### src/rtl/instr_fetch_if.sv
// Fetch-stage bus: instruction-memory request/response plus the decode-side instruction port.
// The fetch stage connects through the master modport; memory and decode use slave.
interface instr_fetch_if;
   logic        imem_req_valid;
   logic        imem_req_ready;
   logic [14:0] imem_req_addr;
   logic        imem_rsp_valid;
   logic [18:0] imem_rsp_data;
   logic        instr_valid;
   logic        instr_ready;
   logic [18:0] instruction;
   logic [18:0] pc;
   logic        branch_taken;
   logic [18:0] next_pc;

   modport master (
      output imem_req_valid, imem_req_addr, instr_valid, instruction, pc,
      input  imem_req_ready, imem_rsp_valid, imem_rsp_data, instr_ready, branch_taken, next_pc
   );

   modport slave (
      input  imem_req_valid, imem_req_addr, instr_valid, instruction, pc,
      output imem_req_ready, imem_rsp_valid, imem_rsp_data, instr_ready, branch_taken, next_pc
   );
endinterface

### src/rtl/instr_fetch.sv
// Instruction fetch: credit-limited in-order prefetch into a small FIFO, with branch redirect.
// Define FETCH_BYPASS_EN to forward a response straight to the outputs while the FIFO is empty.
module instr_fetch #(
   parameter logic [14:0] RESET_PC  = 15'h0000,
   parameter int unsigned BUF_DEPTH = 2
) (
   input logic           clk,
   input logic           rst,
   instr_fetch_if.master bus
);
   localparam int unsigned PtrW = $clog2(BUF_DEPTH);
   localparam int unsigned CntW = PtrW + 1;
   localparam int unsigned SumW = CntW + 1;

   typedef enum logic [1:0] {StIdle, StFetch, StDrain} state_e;

   state_e          state_q, state_d;
   logic [14:0]     fetch_pc_q, fetch_pc_d;
   logic [CntW-1:0] inflight_q, inflight_d;
   logic [CntW-1:0] drop_q, drop_d;
   logic [CntW-1:0] occ_q, occ_d;
   logic            pend_q, pend_d;
   logic            stale_q, stale_d;
   logic [14:0]     pend_addr_q;
   logic [PtrW-1:0] wr_ptr_q, rd_ptr_q;
   logic [18:0]     buf_data_q [BUF_DEPTH];
   logic [14:0]     buf_addr_q [BUF_DEPTH];

   logic            head_valid, redirect, pop, fifo_pop, push;
   logic            rsp_keep, rsp_drop, new_req, hs, credit_ok;
   logic [14:0]     rsp_addr;
   logic [SumW-1:0] credit_used, outstanding;
   logic            unused_np;

   assign unused_np  = ^bus.next_pc[18:15];
   assign head_valid = (occ_q != '0);
   // Kept requests are consecutive, so the oldest one sits inflight words behind fetch_pc.
   assign rsp_addr   = fetch_pc_q - 15'(inflight_q);
   assign rsp_keep   = bus.imem_rsp_valid && (drop_q == '0);
   assign rsp_drop   = bus.imem_rsp_valid && (drop_q != '0);
   assign pop        = bus.instr_valid && bus.instr_ready;
   assign redirect   = pop && bus.branch_taken;
   assign fifo_pop   = head_valid && bus.instr_ready && !redirect;

`ifdef FETCH_BYPASS_EN
   logic bypass;
   assign bypass          = !head_valid && rsp_keep;
   assign bus.instr_valid = head_valid || bypass;
   assign bus.instruction = head_valid ? buf_data_q[rd_ptr_q] : (bypass ? bus.imem_rsp_data : '0);
   assign bus.pc          = {4'b0, head_valid ? buf_addr_q[rd_ptr_q] : (bypass ? rsp_addr : '0)};
   assign push            = rsp_keep && !redirect && !(bypass && bus.instr_ready);
`else
   assign bus.instr_valid = head_valid;
   assign bus.instruction = head_valid ? buf_data_q[rd_ptr_q] : '0;
   assign bus.pc          = {4'b0, head_valid ? buf_addr_q[rd_ptr_q] : 15'h0};
   assign push            = rsp_keep && !redirect;
`endif

   // A word consumed this cycle frees its credit immediately to sustain one fetch per cycle.
   assign credit_used = SumW'(inflight_q) + SumW'(occ_q) - SumW'(pop);
   assign credit_ok   = credit_used < SumW'(BUF_DEPTH);
   assign new_req     = (state_q == StFetch) && !pend_q && credit_ok && !redirect;

   assign bus.imem_req_valid = pend_q || new_req;
   assign bus.imem_req_addr  = pend_q ? pend_addr_q : fetch_pc_q;
   assign hs                 = bus.imem_req_valid && bus.imem_req_ready;
   assign outstanding = SumW'(drop_q) + SumW'(inflight_q) + SumW'(hs) - SumW'(bus.imem_rsp_valid);

   always_comb begin
      state_d    = state_q;
      fetch_pc_d = fetch_pc_q;
      pend_d     = bus.imem_req_valid && !bus.imem_req_ready;
      stale_d    = stale_q && !hs;
      inflight_d = inflight_q + CntW'(hs && !stale_q) - CntW'(rsp_keep);
      drop_d     = drop_q + CntW'(hs && stale_q) - CntW'(rsp_drop);
      occ_d      = occ_q + CntW'(push) - CntW'(fifo_pop);
      if (hs && !stale_q) begin
         fetch_pc_d = fetch_pc_q + 15'd1;
      end
      if (redirect) begin
         // A request still waiting for acceptance becomes stale and is dropped once accepted.
         fetch_pc_d = bus.next_pc[14:0];
         inflight_d = '0;
         drop_d     = CntW'(outstanding);
         stale_d    = pend_d;
         occ_d      = '0;
      end
      unique case (state_q)
         StIdle:  state_d = StFetch;
         StFetch: if (redirect && ((outstanding != '0) || pend_d)) state_d = StDrain;
         StDrain: if ((drop_q == '0) && !stale_q) state_d = StFetch;
         default: state_d = StIdle;
      endcase
   end

   always_ff @(posedge clk) begin
      if (rst) begin
         state_q     <= StIdle;
         fetch_pc_q  <= RESET_PC;
         inflight_q  <= '0;
         drop_q      <= '0;
         occ_q       <= '0;
         pend_q      <= 1'b0;
         stale_q     <= 1'b0;
         pend_addr_q <= '0;
         wr_ptr_q    <= '0;
         rd_ptr_q    <= '0;
      end else begin
         state_q     <= state_d;
         fetch_pc_q  <= fetch_pc_d;
         inflight_q  <= inflight_d;
         drop_q      <= drop_d;
         occ_q       <= occ_d;
         pend_q      <= pend_d;
         stale_q     <= stale_d;
         pend_addr_q <= bus.imem_req_addr;
         if (redirect) begin
            wr_ptr_q <= '0;
            rd_ptr_q <= '0;
         end else begin
            if (push)     wr_ptr_q <= wr_ptr_q + PtrW'(1);
            if (fifo_pop) rd_ptr_q <= rd_ptr_q + PtrW'(1);
         end
      end
   end

   always_ff @(posedge clk) begin
      if (push) begin
         buf_data_q[wr_ptr_q] <= bus.imem_rsp_data;
         buf_addr_q[wr_ptr_q] <= rsp_addr;
      end
   end

   assert property (@(posedge clk) disable iff (rst)
      !(push && (occ_q == CntW'(BUF_DEPTH)) && !fifo_pop));
endmodule

### src/flat_wrapper.sv
// flat-port wrapper written by rule: the top's interface ports become plain ports
module instr_fetch_flat 
#(
   parameter logic [14:0] RESET_PC  = 15'h0000,
   parameter int unsigned BUF_DEPTH = 2
)
  (clk, rst, bus_imem_req_valid, bus_imem_req_addr, bus_instr_valid, bus_instruction, bus_pc, bus_imem_req_ready, bus_imem_rsp_valid, bus_imem_rsp_data, bus_instr_ready, bus_branch_taken, bus_next_pc);
  instr_fetch_if bus_i ();
  input logic clk;
  input logic rst;
  output wire logic [$bits(bus_i.imem_req_valid)-1:0] bus_imem_req_valid;
  output wire logic [$bits(bus_i.imem_req_addr)-1:0] bus_imem_req_addr;
  output wire logic [$bits(bus_i.instr_valid)-1:0] bus_instr_valid;
  output wire logic [$bits(bus_i.instruction)-1:0] bus_instruction;
  output wire logic [$bits(bus_i.pc)-1:0] bus_pc;
  input wire logic [$bits(bus_i.imem_req_ready)-1:0] bus_imem_req_ready;
  input wire logic [$bits(bus_i.imem_rsp_valid)-1:0] bus_imem_rsp_valid;
  input wire logic [$bits(bus_i.imem_rsp_data)-1:0] bus_imem_rsp_data;
  input wire logic [$bits(bus_i.instr_ready)-1:0] bus_instr_ready;
  input wire logic [$bits(bus_i.branch_taken)-1:0] bus_branch_taken;
  input wire logic [$bits(bus_i.next_pc)-1:0] bus_next_pc;
  assign bus_imem_req_valid = bus_i.imem_req_valid;
  assign bus_imem_req_addr = bus_i.imem_req_addr;
  assign bus_instr_valid = bus_i.instr_valid;
  assign bus_instruction = bus_i.instruction;
  assign bus_pc = bus_i.pc;
  assign bus_i.imem_req_ready = bus_imem_req_ready;
  assign bus_i.imem_rsp_valid = bus_imem_rsp_valid;
  assign bus_i.imem_rsp_data = bus_imem_rsp_data;
  assign bus_i.instr_ready = bus_instr_ready;
  assign bus_i.branch_taken = bus_branch_taken;
  assign bus_i.next_pc = bus_next_pc;
  instr_fetch #(.RESET_PC(RESET_PC), .BUF_DEPTH(BUF_DEPTH)) u_core (.clk(clk), .rst(rst), .bus(bus_i));
endmodule
### config.mk
export PLATFORM = sky130hd
export DESIGN_NAME = instr_fetch_flat
export DESIGN_NICKNAME = d
export VERILOG_FILES = /design/src/rtl/instr_fetch_if.sv /design/src/rtl/instr_fetch.sv /design/src/flat_wrapper.sv
export SDC_FILE = /design/constraint.sdc
export NUM_CORES = 1
export LEC_CHECK = 0
export CELL_PAD_IN_SITES_DETAIL_PLACEMENT = 1
export CELL_PAD_IN_SITES_GLOBAL_PLACEMENT = 1
export CORE_MARGIN = 2
export CORE_UTILIZATION = 44
export CTS_CLUSTER_SIZE = 10
export DETAILED_ROUTE_END_ITERATION = 8
export PLACE_DENSITY_LB_ADDON = 0.1
export SKIP_LAST_GASP = 1
export SLEW_MARGIN = 15
export SYNTH_ARGS = -nofsm -noshare
export SYNTH_HDL_FRONTEND = slang
export SYNTH_SLANG_ARGS = --single-unit
### constraint.sdc
create_clock -name clk -period 7.5 [get_ports clk]
set_clock_uncertainty 0.2 [all_clocks]
set_input_delay 0.75 -clock clk [delete_from_list [all_inputs] [get_ports clk]]
set_output_delay 0.75 -clock clk [all_outputs]
set_load 0.01 [all_outputs]
==> flow_metrics.py <==
metrics = {
    "outcome": {
        "status": "completed",
    },
    "power": {
        "p_leak_nw": 2.35,
        "ir_worst_vdd_uv": 137,
        "power_density_mw_per_mm2": 370,
    },
    "clock_network": {
        "clkLatencyLatePin_ps": 340,
        "cts_root_buffer": "clkbuf_16",
        "htreeDepth": 3,
        "clk_pin_slew_ps": 70,
        "cts_resized": 0,
        "tritoncts": "done",
        "cts_setup_buffers": 0,
        "cts.sinks": 111,
        "clk_path_buf_depth": 2,
        "hold_buffers": 0,
        "cts-buffers-inserted": 9,
    },
    "worst_setup_path": {
        "crit_slowest_cell": "a41oi_1",
        "start_kind": "input port",
        "cp_data_arrival_time_ps": 3980,
        "worstSetupEndpointType": "output port",
        "cp_cell_sequence": "clkdlybuf4s50_1, xor2_1, nand2_1, fa_1, xor2_1, a41oi_1, inv_1, clkdlybuf4s50_1",
        "cp_top_family": "buffers and inverters",
        "crit_type": "input port to output port",
        "critPathRequiredTime_ps": 6550,
        "cp_max_fo": 11,
        "reg2reg_slack_ps": 2780,
        "cp_slowest_stage_delay_ps": 840,
        "crit_buf_inv": 3,
    },
    "die": {
        "fp.dieH_um": 113,
        "die-area_mm2": 0.0127,
        "start_util_pct": 45.4,
        "coreArea_mm2": 0.0115,
        "dieWidth_um": 113,
        "num_rows": 39,
        "io_pins": 99,
    },
    "flow_run": {
        "cap_violations": 0,
    },
    "logic_synthesis": {
        "ys_ff_latch": 111,
        "synth_warnings": 0,
        "syn_area_mm2": 0.00521,
        "postSynth.asyncResetShare_pct": 0,
        "seq_area_frac_synth_pct": 55.7,
        "synth_enable_flop_cells": 68,
        "synthFlopType": "edfxtp_1",
        "syn-mean-instance-area_um2": 11.2,
        "syn_inst": 464,
        "synth.distinct_cells": 44,
    },
    "sta": {
        "drv_slew": 0,
        "max_clock_freq_mhz": 203,
        "worst_pin_slew_ps": 1060,
        "fin_crit_sh_pct": 65.7,
        "rsz0062_at_grt": "false",
        "final-setup-viol-count": 0,
        "min_period_ps": 4930,
        "fin_tns_setup_ps": 0,
        "layout_setup_ws_ps": 2570,
        "relSlewSlack_pct": 29.6,
        "hold_violations": 0,
    },
    "cells_and_area": {
        "fillers": 1210,
        "multiInputGateArea_mm2": 0.00209,
        "area_delta_synth_final_pct": 24.8,
        "seqCellArea_mm2": 0.00290,
        "fin_nets": 598,
        "drive_gt1_share_pct": 6.81,
        "post_layout_nonfiller_instances": 686,
        "antenna_cells": 0,
        "most-common-layout-cells": "clkdlybuf4s50_1, nor2_1, edfxtp_1",
        "final_common_cell": "clkdlybuf4s50_1",
    },
    "routing": {
        "drtPass1Iterations": 4,
        "wl_per_cell_um": 17.0,
        "ant_nets": 0,
        "vias_per_cell": 5.32,
        "route.detailed.drc": 0,
        "detail_route.iter0.violations": 131,
        "routed_wl_um": 11600,
        "route.vias.total": 3652,
    },
    "global_route": {
        "use_met1_pct": 25.2,
        "use_met3_pct": 2.95,
        "grt_max_degree": 38,
        "grt_pass1_vias": 3948,
        "antenna_found_initial": 0,
        "grt_pass1_wl_um": 19700,
        "busiest_layer": "met2",
        "grtUsageMet2_pct": 33.8,
        "grt_usage_pct": 19.3,
        "overflow": 0,
    },
    "place": {
        "place.port_buffers": 90,
        "dp_hpwl_um": 7890,
        "place_ws_ps": 2310,
        "gp_congestion": 0.817,
        "place_inst": 670,
    },
    "hold_path": {
        "worstHoldPathType": "register to register",
    },
}
-- state kept, by name, summed over array words and instances (netlist names), named ones only --
register / cells
u_core.occ_q: 2
u_core.buf_data_q: 38
u_core.inflight_q: 2
u_core.pend_q: 1
u_core.drop_q: 2
u_core.stale_q: 1
u_core.buf_addr_q: 30
u_core.state_q: 2
u_core.wr_ptr_q: 1
u_core.pend_addr_q: 15
u_core.fetch_pc_q: 15
u_core.rd_ptr_q: 1
-- layout make-up --
class,instances,share of cell area (%)
flip-flops and latches,111,44.6
well taps,143,2.75
multi-input cells,298,32.2
repair buffers,94,14.3
inverters,24,1.38
clock buffers,11,3.73
clock inverters,5,1.00
-- metrics by stage --
step	hold slack [ps]	utilization [%]	total power (W)	area, um2
4_1_cts	324	56.7	0.00244	6500
3_3_place_gp	287	54.0	0.00190	6200
5_1_grt	378	56.7	0.00257	6500
6_report	324	56.7	0.00241	6500
3_5_place_dp	308	54.0	0.00194	6200
2_1_floorplan	272	-	0.00156	5220
-- worst min-delay path: cells and delay by family (launching register included) --
kind | cells | cell delay (ps)
flip-flops | 1 | 320
XOR/XNOR | 1 | 80
AND/OR/NAND/NOR | 1 | 90
-- synth_stat cells (all sizes together), types with 2 or more instances --
cell type	number	area, um2
mux2	13	146
ha	12	150
and3	4	25.0
nor2b	19	119
or4	7	52.6
o21ai	6	30.0
nand2b	4	25.0
o31a	2	17.5
o211ai	2	28.8
mux2i	34	340
nor4	8	50.1
a311oi	9	78.8
nand3	6	30.0
nor2	72	270
fa	4	80.1
edfxtp	68	2040
a21oi	4	20.0
and4	2	17.5
nand4	6	37.5
and2	5	31.3
a211oi	2	15.0
o31ai	8	60.1
buf	10	60.1
nand2	18	67.6
clkbuf	24	90.1
nor3b	4	30.0
xnor2	10	87.6
xor2	14	123
a31oi	2	12.5
inv	24	90.1
dfxtp	43	861
nor3	8	40.0
-- path summary, 6_finish.rpt --
check,end,start,cells past startpoint
hold reg to reg,u_core.rd_ptr_q,u_core.rd_ptr_q,2
setup reg to reg,u_core.state_q[0],u_core.occ_q[0],14
hold / removal,u_core.rd_ptr_q,u_core.rd_ptr_q,2
setup / recovery,bus_imem_req_valid,bus_instr_ready,8
-- routing by layer --
| metal | routed length (um) | vias up |
|---|---|---|
| met2 | 5690 | 87 |
| met5 | 0 | - |
| li1 | - | 1781 |
| met3 | 447 | 11 |
| met4 | 130 | 0 |
| met1 | 5370 | 1773 |
-- cell families (layout without fill, tap and decap cells) --
group / Yosys count / in the layout / share of synthesized area, %
AND/OR/NAND/NOR: 167 / 167 / 15.9
adder cells (fa/ha/maj): 16 / 16 / 4.42
multiplexers: 47 / 47 / 9.34
XOR/XNOR: 24 / 24 / 4.03
AO/OA/AOI/OAI: 40 / 40 / 5.91
buffers and inverters: 58 / 134 / 4.61
other: 1 / 4 / 0.0720
flip-flops: 111 / 111 / 55.7
-- power by group --
| part | switching [W] | internal, W | total (W) | leakage, nW |
|---|---|---|---|---|
| sequential | 0.000132 | 0.000867 | 0.00100 | 0.989 |
| clock | 0.000216 | 0.000271 | 0.000488 | 0.150 |
| combinational | 0.000482 | 0.000439 | 0.000921 | 1.21 |
Note: power is estimated with default switching activity, not from simulation.
